===== src/rtl/alu_exec_unit_if.sv =====
// Request/response bundle of the execute-stage ALU.
// Valid/ready semantics on both sides: a transfer happens on a rising edge
// where valid and ready are both high; the initiator holds its payload stable
// while valid is high and ready is low, and ready may depend combinationally
// on the far side's ready (out_ready -> in_ready) but never on valid.
interface alu_exec_unit_if #(
    parameter int WIDTH = 32
);
    // Request side: core -> ALU
    logic             in_valid;
    logic             in_ready;
    logic [3:0]       operation;
    logic [WIDTH-1:0] src_a;
    logic [WIDTH-1:0] src_b;

    // Response side: ALU -> core
    logic             out_valid;
    logic             out_ready;
    logic [WIDTH-1:0] result;
    logic             zero;
    logic             illegal;

    // The core drives requests and consumes results.
    modport master (
        output in_valid,
        output operation,
        output src_a,
        output src_b,
        output out_ready,
        input  in_ready,
        input  out_valid,
        input  result,
        input  zero,
        input  illegal
    );

    // The ALU accepts requests and produces results.
    modport slave (
        input  in_valid,
        input  operation,
        input  src_a,
        input  src_b,
        input  out_ready,
        output in_ready,
        output out_valid,
        output result,
        output zero,
        output illegal
    );
endinterface


===== src/rtl/alu_exec_unit.sv =====
// Execute-stage ALU. Logic/arithmetic ops finish in one cycle; shifts walk
// one bit per cycle through an accumulator so a single 1-bit shifter serves
// every shift amount. A three-state FSM (IDLE/SHIFT/DONE) owns the handshake
// and holds result/zero/illegal stable until the consumer takes them.
module alu_exec_unit #(
    parameter int WIDTH = 32
) (
    input  logic                 clk,
    input  logic                 rst_n,
    alu_exec_unit_if.slave       bus,
    output logic [1:0]           dbg_state_o
);

    localparam int SHW = $clog2(WIDTH);

    localparam logic [3:0] OP_AND = 4'b0000;
    localparam logic [3:0] OP_OR  = 4'b0001;
    localparam logic [3:0] OP_ADD = 4'b0010;
    localparam logic [3:0] OP_SLL = 4'b0011;
    localparam logic [3:0] OP_SRL = 4'b0100;
    localparam logic [3:0] OP_SRA = 4'b0101;
    localparam logic [3:0] OP_SUB = 4'b0110;
    localparam logic [3:0] OP_SLT = 4'b0111;

    localparam logic [SHW-1:0] CNT_ZERO = '0;
    localparam logic [SHW-1:0] CNT_ONE  = {{(SHW-1){1'b0}}, 1'b1};

    typedef enum logic [1:0] {
        S_IDLE  = 2'd0,
        S_SHIFT = 2'd1,
        S_DONE  = 2'd2
    } state_t;

    state_t           state_q;
    logic [WIDTH-1:0] acc_q;
    logic [SHW-1:0]   cnt_q;
    logic [3:0]       op_q;
    logic [WIDTH-1:0] result_q;
    logic             zero_q;
    logic             illegal_q;
    logic             out_valid_q;

    logic             in_ready;
    logic             accept;
    logic             is_shift;
    logic [SHW-1:0]   amt;
    logic [WIDTH-1:0] alu_res_d;
    logic             alu_ill_d;
    logic [WIDTH-1:0] acc_d;

    // Ready in IDLE, or in DONE when the held result leaves on this same edge.
    assign in_ready = (state_q == S_IDLE) ||
                      ((state_q == S_DONE) && bus.out_ready);
    assign accept   = bus.in_valid && in_ready;
    assign is_shift = (bus.operation == OP_SLL) ||
                      (bus.operation == OP_SRL) ||
                      (bus.operation == OP_SRA);
    assign amt      = bus.src_b[SHW-1:0];

    // Single-cycle datapath; a shift reaching here has amount 0 and passes src_a.
    always_comb begin
        alu_res_d = '0;
        alu_ill_d = 1'b0;
        case (bus.operation)
            OP_AND: alu_res_d = bus.src_a & bus.src_b;
            OP_OR:  alu_res_d = bus.src_a | bus.src_b;
            OP_ADD: alu_res_d = bus.src_a + bus.src_b;
            OP_SUB: alu_res_d = bus.src_a - bus.src_b;
            OP_SLT: alu_res_d = {{(WIDTH-1){1'b0}},
                                 ($signed(bus.src_a) < $signed(bus.src_b))};
            OP_SLL,
            OP_SRL,
            OP_SRA: alu_res_d = bus.src_a;
            default: begin
                alu_res_d = '0;
                alu_ill_d = 1'b1;
            end
        endcase
    end

    // One-bit step of the iterative shifter, direction taken from the captured op.
    always_comb begin
        acc_d = acc_q;
        case (op_q)
            OP_SLL:  acc_d = {acc_q[WIDTH-2:0], 1'b0};
            OP_SRL:  acc_d = {1'b0, acc_q[WIDTH-1:1]};
            OP_SRA:  acc_d = {acc_q[WIDTH-1], acc_q[WIDTH-1:1]};
            default: acc_d = acc_q;
        endcase
    end

    // Control FSM with registered result/zero/illegal/out_valid.
    always_ff @(posedge clk or negedge rst_n) begin
        if (!rst_n) begin
            state_q     <= S_IDLE;
            acc_q       <= '0;
            cnt_q       <= CNT_ZERO;
            op_q        <= OP_AND;
            result_q    <= '0;
            zero_q      <= 1'b0;
            illegal_q   <= 1'b0;
            out_valid_q <= 1'b0;
        end else begin
            case (state_q)
                S_IDLE, S_DONE: begin
                    if (accept) begin
                        if (is_shift && (amt != CNT_ZERO)) begin
                            // Multi-cycle shift: capture source and amount.
                            acc_q       <= bus.src_a;
                            cnt_q       <= amt;
                            op_q        <= bus.operation;
                            out_valid_q <= 1'b0;
                            state_q     <= S_SHIFT;
                        end else begin
                            result_q    <= alu_res_d;
                            zero_q      <= (alu_res_d == '0);
                            illegal_q   <= alu_ill_d;
                            out_valid_q <= 1'b1;
                            state_q     <= S_DONE;
                        end
                    end else if ((state_q == S_DONE) && bus.out_ready) begin
                        // Result consumed and nothing new offered.
                        out_valid_q <= 1'b0;
                        state_q     <= S_IDLE;
                    end
                end
                S_SHIFT: begin
                    acc_q <= acc_d;
                    cnt_q <= cnt_q - CNT_ONE;
                    if (cnt_q == CNT_ONE) begin
                        result_q    <= acc_d;
                        zero_q      <= (acc_d == '0);
                        illegal_q   <= 1'b0;
                        out_valid_q <= 1'b1;
                        state_q     <= S_DONE;
                    end
                end
                default: begin
                    out_valid_q <= 1'b0;
                    state_q     <= S_IDLE;
                end
            endcase
        end
    end

    assign bus.in_ready  = in_ready;
    assign bus.out_valid = out_valid_q;
    assign bus.result    = result_q;
    assign bus.zero      = zero_q;
    assign bus.illegal   = illegal_q;
    assign dbg_state_o   = state_q;

endmodule


===== src/flat_wrapper.sv =====
// flat-port wrapper written by rule: the top's interface ports become plain ports
module alu_exec_unit_flat 
#(
    parameter int WIDTH = 32
)
  (clk, rst_n, dbg_state_o, bus_in_valid, bus_operation, bus_src_a, bus_src_b, bus_out_ready, bus_in_ready, bus_out_valid, bus_result, bus_zero, bus_illegal);
  alu_exec_unit_if #(.WIDTH(WIDTH)) bus_i ();
  input  logic clk;
  input  logic rst_n;
  output logic [1:0] dbg_state_o;
  input wire logic [$bits(bus_i.in_valid)-1:0] bus_in_valid;
  input wire logic [$bits(bus_i.operation)-1:0] bus_operation;
  input wire logic [$bits(bus_i.src_a)-1:0] bus_src_a;
  input wire logic [$bits(bus_i.src_b)-1:0] bus_src_b;
  input wire logic [$bits(bus_i.out_ready)-1:0] bus_out_ready;
  output wire logic [$bits(bus_i.in_ready)-1:0] bus_in_ready;
  output wire logic [$bits(bus_i.out_valid)-1:0] bus_out_valid;
  output wire logic [$bits(bus_i.result)-1:0] bus_result;
  output wire logic [$bits(bus_i.zero)-1:0] bus_zero;
  output wire logic [$bits(bus_i.illegal)-1:0] bus_illegal;
  assign bus_i.in_valid = bus_in_valid;
  assign bus_i.operation = bus_operation;
  assign bus_i.src_a = bus_src_a;
  assign bus_i.src_b = bus_src_b;
  assign bus_i.out_ready = bus_out_ready;
  assign bus_in_ready = bus_i.in_ready;
  assign bus_out_valid = bus_i.out_valid;
  assign bus_result = bus_i.result;
  assign bus_zero = bus_i.zero;
  assign bus_illegal = bus_i.illegal;
  alu_exec_unit #(.WIDTH(WIDTH)) u_core (.clk(clk), .rst_n(rst_n), .bus(bus_i), .dbg_state_o(dbg_state_o));
endmodule

===== config.mk =====
export PLATFORM = sky130hd
export DESIGN_NAME = alu_exec_unit_flat
export DESIGN_NICKNAME = d
export VERILOG_FILES = /design/src/rtl/alu_exec_unit_if.sv /design/src/rtl/alu_exec_unit.sv /design/src/flat_wrapper.sv
export SDC_FILE = /design/constraint.sdc
export NUM_CORES = 1
export LEC_CHECK = 0
export ABC_AREA = 1
export BUFFER_PORTS_ARGS = -buffer_cell sky130_fd_sc_hd__buf_2
export CAP_MARGIN = 30
export CORE_MARGIN = 2
export CORE_UTILIZATION = 45
export CTS_CLUSTER_DIAMETER = 80
export DETAILED_ROUTE_END_ITERATION = 8
export GPL_TIMING_DRIVEN = 0
export SLEW_MARGIN = 20
export SYNTH_ARGS = -nofsm -noshare
export SYNTH_HDL_FRONTEND = slang
export SYNTH_SLANG_ARGS = --single-unit

===== constraint.sdc =====
create_clock -name clk -period 2.7 [get_ports clk]
set_clock_uncertainty 0.05 [all_clocks]
set_input_delay 0.405 -clock clk [delete_from_list [all_inputs] [get_ports clk]]
set_output_delay 0.405 -clock clk [all_outputs]
set_load 0.02 [all_outputs]

Word-level counts from Yosys, hierarchy flattened:

Cells that the tools add are included.

* $add $sub $neg: 3
* multiply operators: 0
* div/mod/pow operators: 0
* magnitude comparators: 1
* eq/ne operators: 18
* shifts and indexed selects: 0
* multiplexer cells: 31
* bitwise gates (word level): 2
* reductions and logical operators: 19

Operators by type and width (count)
* 32-bit case mux with 6 select lines: 1
* 32-bit 2-to-1 mux: 5
* 32-bit case mux with 2 select lines: 2
* 32-bit case mux with 3 select lines: 1
* 32-bit zero test: 2
* 32-bit adder: 1
* 32-bit AND: 1
* 32-bit < comparator: 1
* 32-bit bitwise OR: 1
* 32-bit subtractor: 1
* 4-bit by 3-bit == test with 1-bit output, second input constant: 6
* 4-bit by 2-bit == test with 1-bit output, second input constant: 3
* 1-bit 2-to-1 mux: 11
* 5-bit 2-to-1 mux: 2
* 5-bit case mux with 2 select lines: 1
* 2-bit 2-to-1 mux: 4
* 8-bit OR reduction: 1
* 2-bit by 1-bit inequality test with 1-bit output, second input constant: 3
* 1-bit case mux with 2 select lines: 3
* 3-bit AND reduction: 2
* 5-bit by 1-bit == test with 1-bit output, second input constant: 1
* 5-bit nonzero test: 1
* 5-bit by 1-bit subtractor with 5-bit output, second input constant: 1
* 4-bit by 1-bit == test with 1-bit output, second input constant: 1
* other kinds (14): 18

* bits in registers: 78
* latch bits: 0
* memory bits (writable): 0
* ROM bits: 0
* input bits: 72
* output and inout bits: 38
* word-level logic and storage cells: 82
* memories: 0

Longest topological paths before layout:

Gate-level depths: netlist (run 1).

* word-level depth: 7
* mapped depth: 22

Worst setup path after synthesis (run 1):

Ideal clock, no wire load.

* kind: in2reg
* start point: input bus_src_b[0]
* end point: register u_core.zero_q (netlist: u_core.bus.zero)
* library setup time: 0.077 ns
* arrival: 2.244 ns
* path slack: 0.329 ns
* stages: 20
* buffers on the path: 0
* path through: ha_1 > inv_1 > fa_1 > inv_1 > nand2_1 > nand2_1 > nand3_1 > nand2_2 > nand2_1 > nand2_1 > nand2_1 > nand2_1 > nand2_1 > nand3_1 > nand2_1 > nor2_1 > nand3_1 > nor2_1 > nand2_1 > a21oi_1

* longest elaborated chain between the ends: 6
* elaborated cells between the ends (all ways): 14
* classes of those cells: 2 x add/sub; 1 x order compare; 1 x eq/ne; 4 x mux; 2 x bitwise; 4 x reduce/logical

RTL lines
* start, declared: line flat_wrapper.sv:14 `input wire logic [$bits(bus_i.src_b)-1:0] bus_src_b;`
* 32-bit subtractor, or another cell as far along: line alu_exec_unit.sv:68 `OP_SUB: alu_res_d = bus.src_a - bus.src_b;`
* 32-bit case mux with 6 select lines: line alu_exec_unit.sv:64 `case (bus.operation)`
* 32-bit zero test: line alu_exec_unit.sv:116 `zero_q <= (alu_res_d == '0);`
* 1-bit 2-to-1 mux: line alu_exec_unit.sv:107 `if (is_shift && (amt != CNT_ZERO)) begin`
* 1-bit 2-to-1 mux: line alu_exec_unit.sv:106 `if (accept) begin`
* 1-bit case mux with 2 select lines: line alu_exec_unit.sv:104 `case (state_q)`
* end signal, assigned: line alu_exec_unit.sv:116
* end signal, assigned: line alu_exec_unit.sv:132 `zero_q <= (acc_d == '0);`
* end, declared: line alu_exec_unit.sv:39 `logic zero_q;`

Several ways; a longest one is shown, not always the timed one. The select of a mux whose other input is x is not followed.
A chain may end at the register's enable or synchronous reset.

Worst setup path in the final report (run 1):

* start point: input bus_operation[3]
* end point: register u_core.zero_q (netlist: u_core.bus.zero)

* longest elaborated chain between the ends: 7
* elaborated cells between the ends (all ways): 19
* classes of those cells: 8 x eq/ne; 4 x mux; 7 x reduce/logical

RTL lines
* start, declared: line flat_wrapper.sv:12 `input wire logic [$bits(bus_i.operation)-1:0] bus_operation;`
* 4-bit by 3-bit == test with 1-bit output, or another cell as far along: line alu_exec_unit.sv:57, alu_exec_unit.sv:64
* 3-bit OR reduction: line alu_exec_unit.sv:64
* 32-bit case mux with 6 select lines: line alu_exec_unit.sv:64
* 32-bit zero test: line alu_exec_unit.sv:116
* 1-bit 2-to-1 mux: line alu_exec_unit.sv:107
* 1-bit 2-to-1 mux: line alu_exec_unit.sv:106
* 1-bit case mux with 2 select lines: line alu_exec_unit.sv:104

Several ways; a longest one is shown, not always the timed one. The select of a mux whose other input is x is not followed.

==> results.md, run 1 <==
* Outcome: finished, violations left
* Failing checks: negative setup slack
* Slew @ Worst Pin at 0.8267 ns
* Post-synth EDFFs at 0
* # clock sinks at between 70 and 80
* Syn Inst Count at between 1,500 and 2,000
* Startpoint types: primary input
* CP cell instances: buf_2 -> nor2_2 -> nand3_2 -> inv_1 -> buf_2 -> a22oi_1 -> o2111ai_1 -> nor2_1 -> nand3_1 -> nor2_1 -> nand2_1 -> a21oi_2
* Crit-path leading delay family: buffers and inverters
* Largest area contributor in the netlist: nand2_1
* Die Width at 159.9 µm
* Setup CP Type: in2reg
* Core Area at approximately 24,000 µm²
* Initial antenna violation count at 0
* Sw Pwr at between 4 and 5 mW
* Slew HR at 44.30%
* RSZ-0062 raised after global routing: true
* Placed Area at between 10,000 and 15,000 µm²
* Fin crit share at 101.4%
* Max cap viols at 0
* WL per Instance at around 20 µm
* Routed Wire Length at ~45,000 µm
* Worst setup margin at -0.03876 ns
* CTS tree: built
* Fill count at ~2,700
* Row count at 57
* CP Capture Type: register
* DP Worst Slack at -0.9167 ns
* DRT iter0 DRCs at 1,338
* 1st-pass router iterations at 6
* PwrDens at 674.5 nW/µm²
* Yosys top cell area share at a little under a fifth
* Top FF cell, synth: dfrtp_1
* First-pass GRT wire length at about 68,000 µm
* Switch share at approximately 50%
* Yosys warns at 0
* Initial core utilization at between 40% and 50%
* Clock power share at 16.7%
* Area of the mapped netlist at about 11,000 µm²
* Dpl hpwl at around 37,000 µm
* Port-buffer cells at 109
* Register Area at about 1900 µm²
* Top cells by area, synth: nand2_1 (19%), dfrtp_1 (18%), ha_1 (13%), inv_1 (11%), nand3_1 (6.1%)
* Critical-path top delay cell: nand3_2
* Die area at around 26,000 µm²
* CP peak stage delay at between 0.4 and 0.5 ns
* Final worst path period need at around 2.7 ns
* Fin. Hold Viols at 0
* Register area share after synthesis at approximately 18%
* Layout area overhead at 16.69%
* Max Clk Rate at around 0.37 GHz
* Routed Antenna Nets at 0
* Share of cells above drive strength 1 at a little under a fifth
* #FFs+latches synth at slightly below 80
* Mapped Avg Cell Area at slightly below 6 µm²
* Leakage power at a little over 7 nW
* Hold WS at between 0.2 and 0.3 ns
* P_int at between 4 and 5 mW
* Top post-synthesis cells by count: nand2_1 (556), inv_1 (328), nor2_1 (146)
* Drc violations at 0
* Hold path depth at 3
* CTS H-tree depth at 3
* Setup-failing EPs final at 2
* Top-count cell post-synth: nand2_1
* # diodes at 0
* CTS root buf: clkbuf_16
* Final Power at 8.607 mW
* Finished Cell Area at roughly 13,000 µm²
* Synth unique cells at 50
* Worst Path Arrival at approximately 2.9 ns
* Clock Pin Slew Worst Setup and Hold Paths at around 0.06 ns
* Cell Count, Final, Fillers Out at between 2,000 and 2,500
* CP max FO at 10
* Combinational share of power at 59.7%
* Mapped Nets at slightly above 2,000
* Clk Latency, worst-skew pair at ~0.35 ns
* Gpl congestion at roughly 0.99
* Chip height at 159.9 µm
* HP Class: in2reg
* Via count at around 13,000
* Nets at approximately 2,200
* Dpl cells at 2,271
* Area of the multi-input gates at 7705 µm²
* R2R cell count at 10
* Critical Path RT at 2.88 ns
* Sequential power share at between 20% and 30%
* Critical path depth at 12
* Vias in the first global route at 11,320
* Async set-reset flop share out of synthesis at 100.0%
* CTS Buffer Depth at 2
* Largest net degree at the start of global routing at between 40 and 50
* Worst path bufs/invs at 3
* Global route total overflow at 0
* Avg Vias per Cell at between 5 and 6
* Total GRT Usage at between 30 and 40%
* Worst ir drop on vdd at about 520 µV
* TritonCTS buffer count at 9
* Ports at 110
* Pins over their slew limit at 0
-- per-stage QoR --
stage / setup TNS, ns / utilization [%]
3_3_place_gp: -15.11 / 49.31
2_1_floorplan: 0 / -
5_1_grt: -0.2135 / 52.94
6_report: -0.05912 / 52.94
4_1_cts: 0 / 51.55
3_5_place_dp: -14.90 / 49.40
-- routing by layer --
metal	wire length [µm]	global-route usage [%]	vias up
met3	3990	4.545	99
met1	19540	48.86	5974
met2	19740	54.70	611
met5	0	0	-
met4	1763	11.26	0
li1	-	-	6123
-- logic make-up (layout without fill, tap and decap cells) --
| logic type | after synthesis | in the layout | synth area share [%] |
|---|---|---|---|
| simple gates | 931 | 931 | 36.30 |
| flops | 77 | 77 | 17.62 |
| fa+ha+maj | 112 | 112 | 12.95 |
| compound gates | 307 | 307 | 17.33 |
| buf+inv | 408 | 545 | 15.63 |
| xor+xnor | 2 | 2 | 0.1602 |
-- flip-flops by register name, summed over array words and instances (netlist names) --
name	flops
u_core.op_q	4
u_core.cnt_q	5
u_core.bus.out_valid	1
u_core.bus.zero	1
u_core.acc_q	32
u_core.bus.illegal	1
u_core.dbg_state_o	1
u_core.bus.result	32
-- final timing paths --
kind / from / endpoint / slack (ns)
max: bus_operation[3] / u_core.bus.zero / -0.04
min: bus_src_b[2] / u_core.cnt_q[2] / 0.26
max reg2reg: u_core.op_q[1] / u_core.bus.zero / 0.08
min reg2reg: u_core.bus.result[17] / u_core.bus.result[17] / 0.42
max in group asynchronous: rst_n / u_core.bus.result[22] / 1.47
min in group asynchronous: rst_n / u_core.cnt_q[4] / 0.53
-- final cells by class --
cell class                      count  area share (%)
Clock inverter                      7          0.9511
Clock buffer                        9           1.765
Inverter                          340           10.00
Tap cell                          324           3.177
Multi-Input combinational cell   1352           60.38
Sequential cell                    77           15.10
Timing Repair Buffer              121           5.157
Buffer                             68           3.471
-- layout by cell type, fill, tap and decap left out, drive strengths merged, types with 7 or more instances in the layout --
cell type | synthesis | final
a21boi | 18 | 18
a21oi | 104 | 104
buf | 47 | 165
clkbuf | 21 | 32
dfrtp | 77 | 77
ha | 110 | 110
inv | 340 | 341
nand2 | 565 | 565
nand3 | 137 | 137
nand4 | 20 | 20
nor2 | 167 | 167
nor3 | 13 | 13
o211ai | 20 | 20
o21a | 7 | 7
o21ai | 64 | 64
o21bai | 7 | 7
o221ai | 36 | 36
o22ai | 38 | 38
or2 | 17 | 17
-- power groups by stage --
stage,Clock [mW],Sequential (mW),Combinational [mW]
after floorplan,0,2.31,3.00
after global placement,0,2.04,4.83
after global routing,1.49,2.10,5.61
after CTS,1.44,2.03,4.93
final,1.43,2.03,5.14
after detailed placement,0,2.04,4.88
-- worst min-delay path, stage by stage --
cell and delay, ns:
buf_2 0.10, o21ai_0 0.08, inv_1 0.05
-- repair_timing --
action | 4_1_cts | 5_1_grt
buffers inserted | 3 | 7
hold endpoints to repair | 19 | 0
setup endpoints to repair | 12 | 29
pin swaps | 5 | 20
hold buffers | 1 | 0
resized for setup | 44 | 99
Note: power is estimated with default switching activity, not from simulation.
==> run 2, diff against run 1 <==
--- a/config.mk
+++ b/config.mk
@@ -5,7 +5,7 @@
 export SDC_FILE = /design/constraint.sdc
 export NUM_CORES = 1
 export LEC_CHECK = 0
-export ABC_AREA = 1
+export ABC_AREA = 0
 export BUFFER_PORTS_ARGS = -buffer_cell sky130_fd_sc_hd__buf_2
 export CAP_MARGIN = 30
 export CORE_MARGIN = 2
==> run 2 against run 1 <==
The run still ends with negative setup slack left. First-iteration DRC count shrank 6.1%. Count of clock-buffer cells in the layout grew 2. Utilization grew 11 points. Sequential power grew 2%. Global-route usage grew 2.6 points. Hold slack lost 0.0021 ns. Cell count shrank 22%. Flip-flop and latch count is the same. Synthesized cell count shrank 28%.
==> results.md, run 2 <==
* Outcome: finished, violations left
* Failing checks: negative setup slack
* Total GRT Usage at 37.13%
* Die area at 22,950 µm²
* Slew @ Worst Pin at roughly 0.95 ns
* Sw Pwr at around 3.5 mW
* Top post-synthesis cells by count: a21oi_1 (169), nand2_1 (129), nor2_1 (125)
* Mapped Nets at ~1,500
* Switch share at approximately 45%
* Pins over their slew limit at 0
* 1st-pass router iterations at 5
* Global route total overflow at 0
* Setup CP Type: in2reg
* Worst setup margin at -0.8313 ns
* Share of cells above drive strength 1 at between 30% and 40%
* Slew HR at between 30% and 40%
* CTS tree: built
* Top FF cell, synth: dfrtp_1
* CTS H-tree depth at 3
* HP Class: in2reg
* Post-synth EDFFs at 0
* Synth unique cells at 94
* CP cell instances: buf_12 -> inv_12 -> ha_4 -> fa_2 -> or2_1 -> a221o_2 -> a2111oi_4 -> nor3_2 -> o21ai_2 -> buf_4 -> nand3_4 -> a31oi_2 -> o32ai_2 -> or2_2 -> o31ai_2
* Syn Inst Count at around 1,300
* GR Util met2 at ~57%
* Vias in the first global route at roughly 11,000
* # clock sinks at slightly below 80
* Drc violations at 0
* Critical Path RT at between 2 and 3 ns
* Sequential power share at a little over a quarter
* Commonest non-fill, non-tap cell in the layout: a21oi_1
* Chip height at 151.5 µm
* Commonest cells after routing, fill and taps aside: a21oi_1 (125), nand2_1 (124), nor2_1 (118), buf_2 (87), ha_1 (82)
* Worst ir drop on vdd at 405.7 µV
* Clock power share at between 10% and 20%
* Yosys warns at 0
* Combinational share of power at 54.6%
* CP peak stage delay at roughly 0.44 ns
* R2R cell count at 10
* Area of the mapped netlist at about 9800 µm²
* DRT iter0 DRCs at approximately 1,300
* Dpl hpwl at approximately 33,000 µm
* CP max FO at 5
* CTS Buffer Depth at 2
* CTS root buf: clkbuf_16
* Mapped Avg Cell Area at 7.404 µm²
* Ports at 110
* Yosys top cell area share at around a fifth
* Cell Count, Final, Fillers Out at 1,799
* Largest area contributor in the netlist: dfrtp_1
* Worst hold start: bus_src_a[0]
* Fin crit share at 130.8%
* DP Worst Slack at -1.748 ns
* Gpl congestion at ~1.0
* WL per Instance at between 20 and 25 µm
* Port-buffer cells at approximately 110
* Top cells by area, synth: dfrtp_1 (20%), ha_1 (14%), a21oi_1 (8.6%), nand2_1 (4.9%), nor2_1 (4.8%)
* PwrDens at around 570 nW/µm²
* Nets at between 1,500 and 2,000
* #FFs+latches synth at 77
* Max cap viols at 0
* P_int at 4.205 mW
* Max Clk Rate at around 0.28 GHz
* Final worst path period need at around 3.5 ns
* Critical-path top delay cell: a221o_2
* Via count at around 12,000
* Async set-reset flop share out of synthesis at 100.0%
* Initial antenna violation count at 0
* Routed Wire Length at roughly 43,000 µm
* Grt peak-use layer: met2
* Critical path origin: bus_src_a[0]
* Clk Latency, worst-skew pair at around 0.35 ns
* Top-count cell post-synth: a21oi_1
* Leakage power at ~5.8 nW
* Core Area at approximately 21,000 µm²
* Met1 Use GR at between 50% and 60%
* Initial core utilization at between 40% and 50%
* TritonCTS buffer count at 9
* Fill count at between 1,500 and 2,000
* Setup-failing EPs final at 24
* CP Capture Type: register
* Die Width at 151.5 µm
* Dpl cells at around 1,700
* Clock Pin Slew Worst Setup and Hold Paths at 0.06 ns
* Worst R2R Start: u_core.op_q[3]
* Avg Vias per Cell at 6.590
* RSZ-0062 raised after global routing: true
* Largest net degree at the start of global routing at 57
* First-pass GRT wire length at about 64,000 µm
* # diodes at 0
* GR Util met3 at under 10%
* Row count at 53
* Fin. Hold Viols at 0
* Register area share after synthesis at approximately a fifth
* Worst Path Arrival at approximately 3.7 ns
* Layout area overhead at 37.67%
* Startpoint types: primary input
* Hold path depth at 2
* Routed Antenna Nets at 0
==> run 2: changes by cell type after synthesis, moves of 37 or more <==
| cell | before | now |
|---|---|---|
| nand2_1 | 556 | 129 |
| inv_1 | 328 | 100 |
| nand3_1 | 133 | 16 |
| a21oi_1 | 102 | 169 |
| a221o_1 | 1 | 38 |
| clkbuf_1 | 17 | 54 |
==> run 2: path summary, 6_finish.rpt <==
check                                         to  slack (ns)
hold / removal                   u_core.acc_q[0]        0.26
hold reg to reg                  u_core.cnt_q[4]        0.45
max in group asynchronous   u_core.bus.out_valid        1.55
min in group asynchronous  u_core.bus.result[31]        0.45
setup reg to reg                 u_core.bus.zero       -0.62
setup / recovery                 u_core.bus.zero       -0.83
==> run 2: final cells by class <==
| class | count | area, µm² | area share [%] |
|---|---|---|---|
| inverter | 102 | 462.9 | 3.435 |
| clock inverter | 5 | 107.6 | 0.7985 |
| sequential | 77 | 1927 | 14.30 |
| buffer | 82 | 551.8 | 4.095 |
| tap | 275 | 344.1 | 2.553 |
| multi-input combinational | 1059 | 8429 | 62.55 |
| timing repair buffer | 188 | 1410 | 10.46 |
| clock buffer | 11 | 242.7 | 1.801 |
==> run 2: logic make-up after synthesis <==
group | Yosys count | share of synthesized area (%)
compound gates | 510 | 35.18
buf+inv | 186 | 8.143
flops | 77 | 19.69
xor+xnor | 14 | 1.253
mux | 16 | 1.674
fa+ha+maj | 112 | 14.47
simple gates | 407 | 19.60
==> run 2: through the flow <==
stage	setup TNS [ns]	hold slack [ns]	util (%)	power, mW	area (µm²)
floorplan	-1.714	0.05941	-	4.349	10070
global placement	-35.61	0.4397	51.80	5.484	10960
detailed placement	-36.08	0.2753	51.98	5.519	11000
CTS	-6.642	0.2709	58.57	7.267	12390
global route	-9.134	0.2716	63.70	8.132	13480
finish	-7.456	0.2618	63.70	7.713	13480
==> run 2: routing by layer <==
metal | share of wire [%] | vias up
li1 | - | 5271
met1 | 40 | 5645
met2 | 44 | 769
met3 | 10 | 171
met4 | 5.9 | 0
met5 | 0 | -
==> run 2: critical path: cells and delay by family <==
family,cells,cell delay (ns)
fa+ha+maj,2,0.49
compound gates,6,1.75
simple gates,4,0.79
buf+inv,3,0.31
==> run 2: power by group through the flow <==
stage               clock [mW]  combinational (mW)  sequential (mW)
floorplan                    0                2.19             2.16
global placement             0                3.44             2.05
detailed placement           0                3.47             2.04
CTS                       1.44                3.79             2.04
global route              1.49                4.52             2.12
finish                    1.43                4.21             2.07
==> run 2: what timing repair did <==
| item | in CTS | in global routing |
|---|---|---|
| endpoints found under the hold margin | 21 | 0 |
| gates resized for setup | 199 | 179 |
| buffers inserted | 28 | 51 |
| hold buffers | 1 | 0 |
| pin swaps | 72 | 99 |
| endpoints found under the setup margin | 58 | 44 |
==> run 3, diff against run 2 <==
==> constraint.sdc (replaced) <==
create_clock -name clk -period 2.7 [get_ports clk]
set_clock_uncertainty 0.05 [all_clocks]
set_input_delay 0.27 -clock clk [delete_from_list [all_inputs] [get_ports clk]]
set_output_delay 0.27 -clock clk [all_outputs]
set_load 0.02 [all_outputs]
==> run 3 against run 2 <==
The flow still finishes with violations (negative setup slack). Sequential share of layout area grew 1.2 points. Critical path depth is the same. Cell count shrank 2.5%. Hold slack lost 0.12 ns. Via count shrank 3.5%. First-iteration DRC count shrank 9.5%. Setup slack gained 0.12 ns. Utilization shrank 4.8 points. Combinational power shrank 6.4%. Power shrank 7.7%. Count of clock-buffer cells in the layout grew 1. Register-to-register slack gained 0.23 ns. Critical path type unchanged. Largest power group unchanged. Highest routed layer unchanged.
==> results.md, run 3 (synthesis gave the netlist of run 2 again) <==
* Initial core utilization at a little under half
* Leakage power at roughly 5.4 nW
* Worst setup margin at -0.7079 ns
* Dpl cells at 1,707
* Fin crit share at 126.2%
* CTS Buffer Depth at 2
* Critical Path RT at between 2 and 3 ns
* Startpoint types: primary input
* First-pass GRT wire length at between 60,000 and 70,000 µm
* GR Util met3 at under 10%
* Drc violations at 0
* Die area at between 20,000 and 25,000 µm²
* Avg Vias per Cell at between 6 and 7
* Port-buffer cells at between 100 and 150
* Vias in the first global route at roughly 11,000
* # diodes at 0
* Outcome: finished, violations left
* Commonest cells after routing, fill and taps aside: a21oi_1 (137), nand2_1 (127), nor2_1 (122), buf_2 (95), ha_1 (89)
* Worst Path Arrival at 3.61 ns
* Die Width at around 150 µm
* Max Clk Rate at 0.2934 GHz
* CP Capture Type: register
* Fill count at a little over 2,000
* DRT iter0 DRCs at roughly 1,100
* Clock Pin Slew Worst Setup and Hold Paths at roughly 0.06 ns
* Final Power at 7.120 mW
* Setup CP Type: in2reg
* Largest net degree at the start of global routing at 49
* 1st-pass router iterations at 8
* Routed Antenna Nets at 0
* Setup-failing EPs final at 17
* Met1 Use GR at 50.33%
* Setup TNS at -3.839 ns
* CP max FO at 4
* Chip height at 151.5 µm
* Total GRT Usage at a little under two fifths
* Gpl congestion at 1.023
* CTS H-tree depth at 3
* Final worst path period need at roughly 3.4 ns
* Clk Latency, worst-skew pair at 0.34 ns
* PwrDens at about 570 nW/µm²
* # clock sinks at slightly below 80
* CTS root buf: clkbuf_16
* Row count at 53
* Global route total overflow at 0
* Ports at 110
* Core Util, Final at 58.88%
* Share of cells above drive strength 1 at around 25%
* Initial antenna violation count at 0
* Pins over their slew limit at 0
* CTS tree: built
* Routed Wire Length at approximately 42,000 µm
* Layout area overhead at 27.25%
* Dpl hpwl at ~33,000 µm
* GR Util met2 at roughly 56%
* Worst ir drop on vdd at roughly 440 µV
* Core Area at roughly 21,000 µm²
* Failing checks: negative setup slack
* Cell Count, Final, Fillers Out at between 1,500 and 2,000
* Max cap viols at 0
* Nets at 1,658
* TritonCTS buffer count at 9
* Grt peak-use layer: met2
* RSZ-0062 raised after global routing: true
* Via count at between 10,000 and 15,000
* Fin. Hold Viols at 0
* WL per Instance at 24.19 µm
* Slew HR at 38.14%
* Slew @ Worst Pin at 0.9280 ns
* Commonest non-fill, non-tap cell in the layout: a21oi_1
* HP Class: in2reg
run 3: cell count changes in the layout (fill, tap and decap cells not counted), sizes merged:
cell / delta
buf: -38
clkbuf: -6
bufinv: -3
clkinv: +2
run 3: area by class of cell:
class,instances,area (µm²),area share [%]
clock buffers,12,246.5,1.979
repair buffers,145,957.2,7.685
plain buffers,80,498.0,3.998
inverters,102,422.9,3.395
clock inverters,4,23.77,0.1909
flip-flops and latches,77,1927,15.47
well taps,275,344.1,2.762
multi-input cells,1059,8036,64.52
run 3: critical path, stage by stage:
cell and delay, ns:
buf_12 0.10, inv_12 0.03, ha_4 0.15, fa_2 0.33
or2_1 0.23, a22o_1 0.18, o221ai_1 0.22, xnor2_1 0.10
a222oi_1 0.64, o2111a_1 0.34, nand3_2 0.12, a2111oi_2 0.28
and4b_1 0.25, nand4b_1 0.14, o31ai_2 0.20
run 3: power breakdown:
group	leakage (nW)	switching, mW	internal [mW]	total, mW
logic	4.36	2.43	1.50	3.94
clock network	0.136	0.474	0.645	1.12
registers	0.940	0.454	1.61	2.07
run 3: final timing paths:
| check | depth (start not counted) | endpoint | start | slack [ns] |
|---|---|---|---|---|
| worst max-delay path | 15 | u_core.bus.zero | bus_src_a[0] | -0.71 |
| worst min-delay path | 2 | u_core.acc_q[0] | bus_src_a[0] | 0.14 |
| worst max register to register | 11 | u_core.bus.zero | u_core.op_q[1] | -0.39 |
| worst min register to register | 2 | u_core.cnt_q[4] | u_core.cnt_q[4] | 0.45 |
| max in group asynchronous | 3 | u_core.bus.result[10] | rst_n | 1.64 |
| min in group asynchronous | 2 | u_core.acc_q[27] | rst_n | 0.37 |
run 3: through the flow:
stage                     instance area [µm²]  hold slack, ns  setup slack (ns)
after floorplan                          9982        -0.07559           -0.4196
after global placement                  10870          0.4407            -1.444
after detailed placement                10900          0.1873            -1.423
after CTS                               11980          0.1342           -0.6148
after global routing                    12460          0.1409           -0.8031
final                                   12460          0.1404           -0.7079
run 3: repair_timing:
item | CTS | global route
pin swaps | 53 | 37
hold buffers | 1 | 0
resized for setup | 155 | 92
hold endpoints to repair | 29 | 0
setup endpoints to repair | 54 | 53
buffers inserted | 24 | 16
run 3: layer usage:
| layer | wire length [µm] | vias to the layer above |
|---|---|---|
| met5 | 0 | - |
| met2 | 18520 | 706 |
| met4 | 2228 | 0 |
| met1 | 17520 | 5439 |
| met3 | 4163 | 123 |
| li1 | - | 5175 |
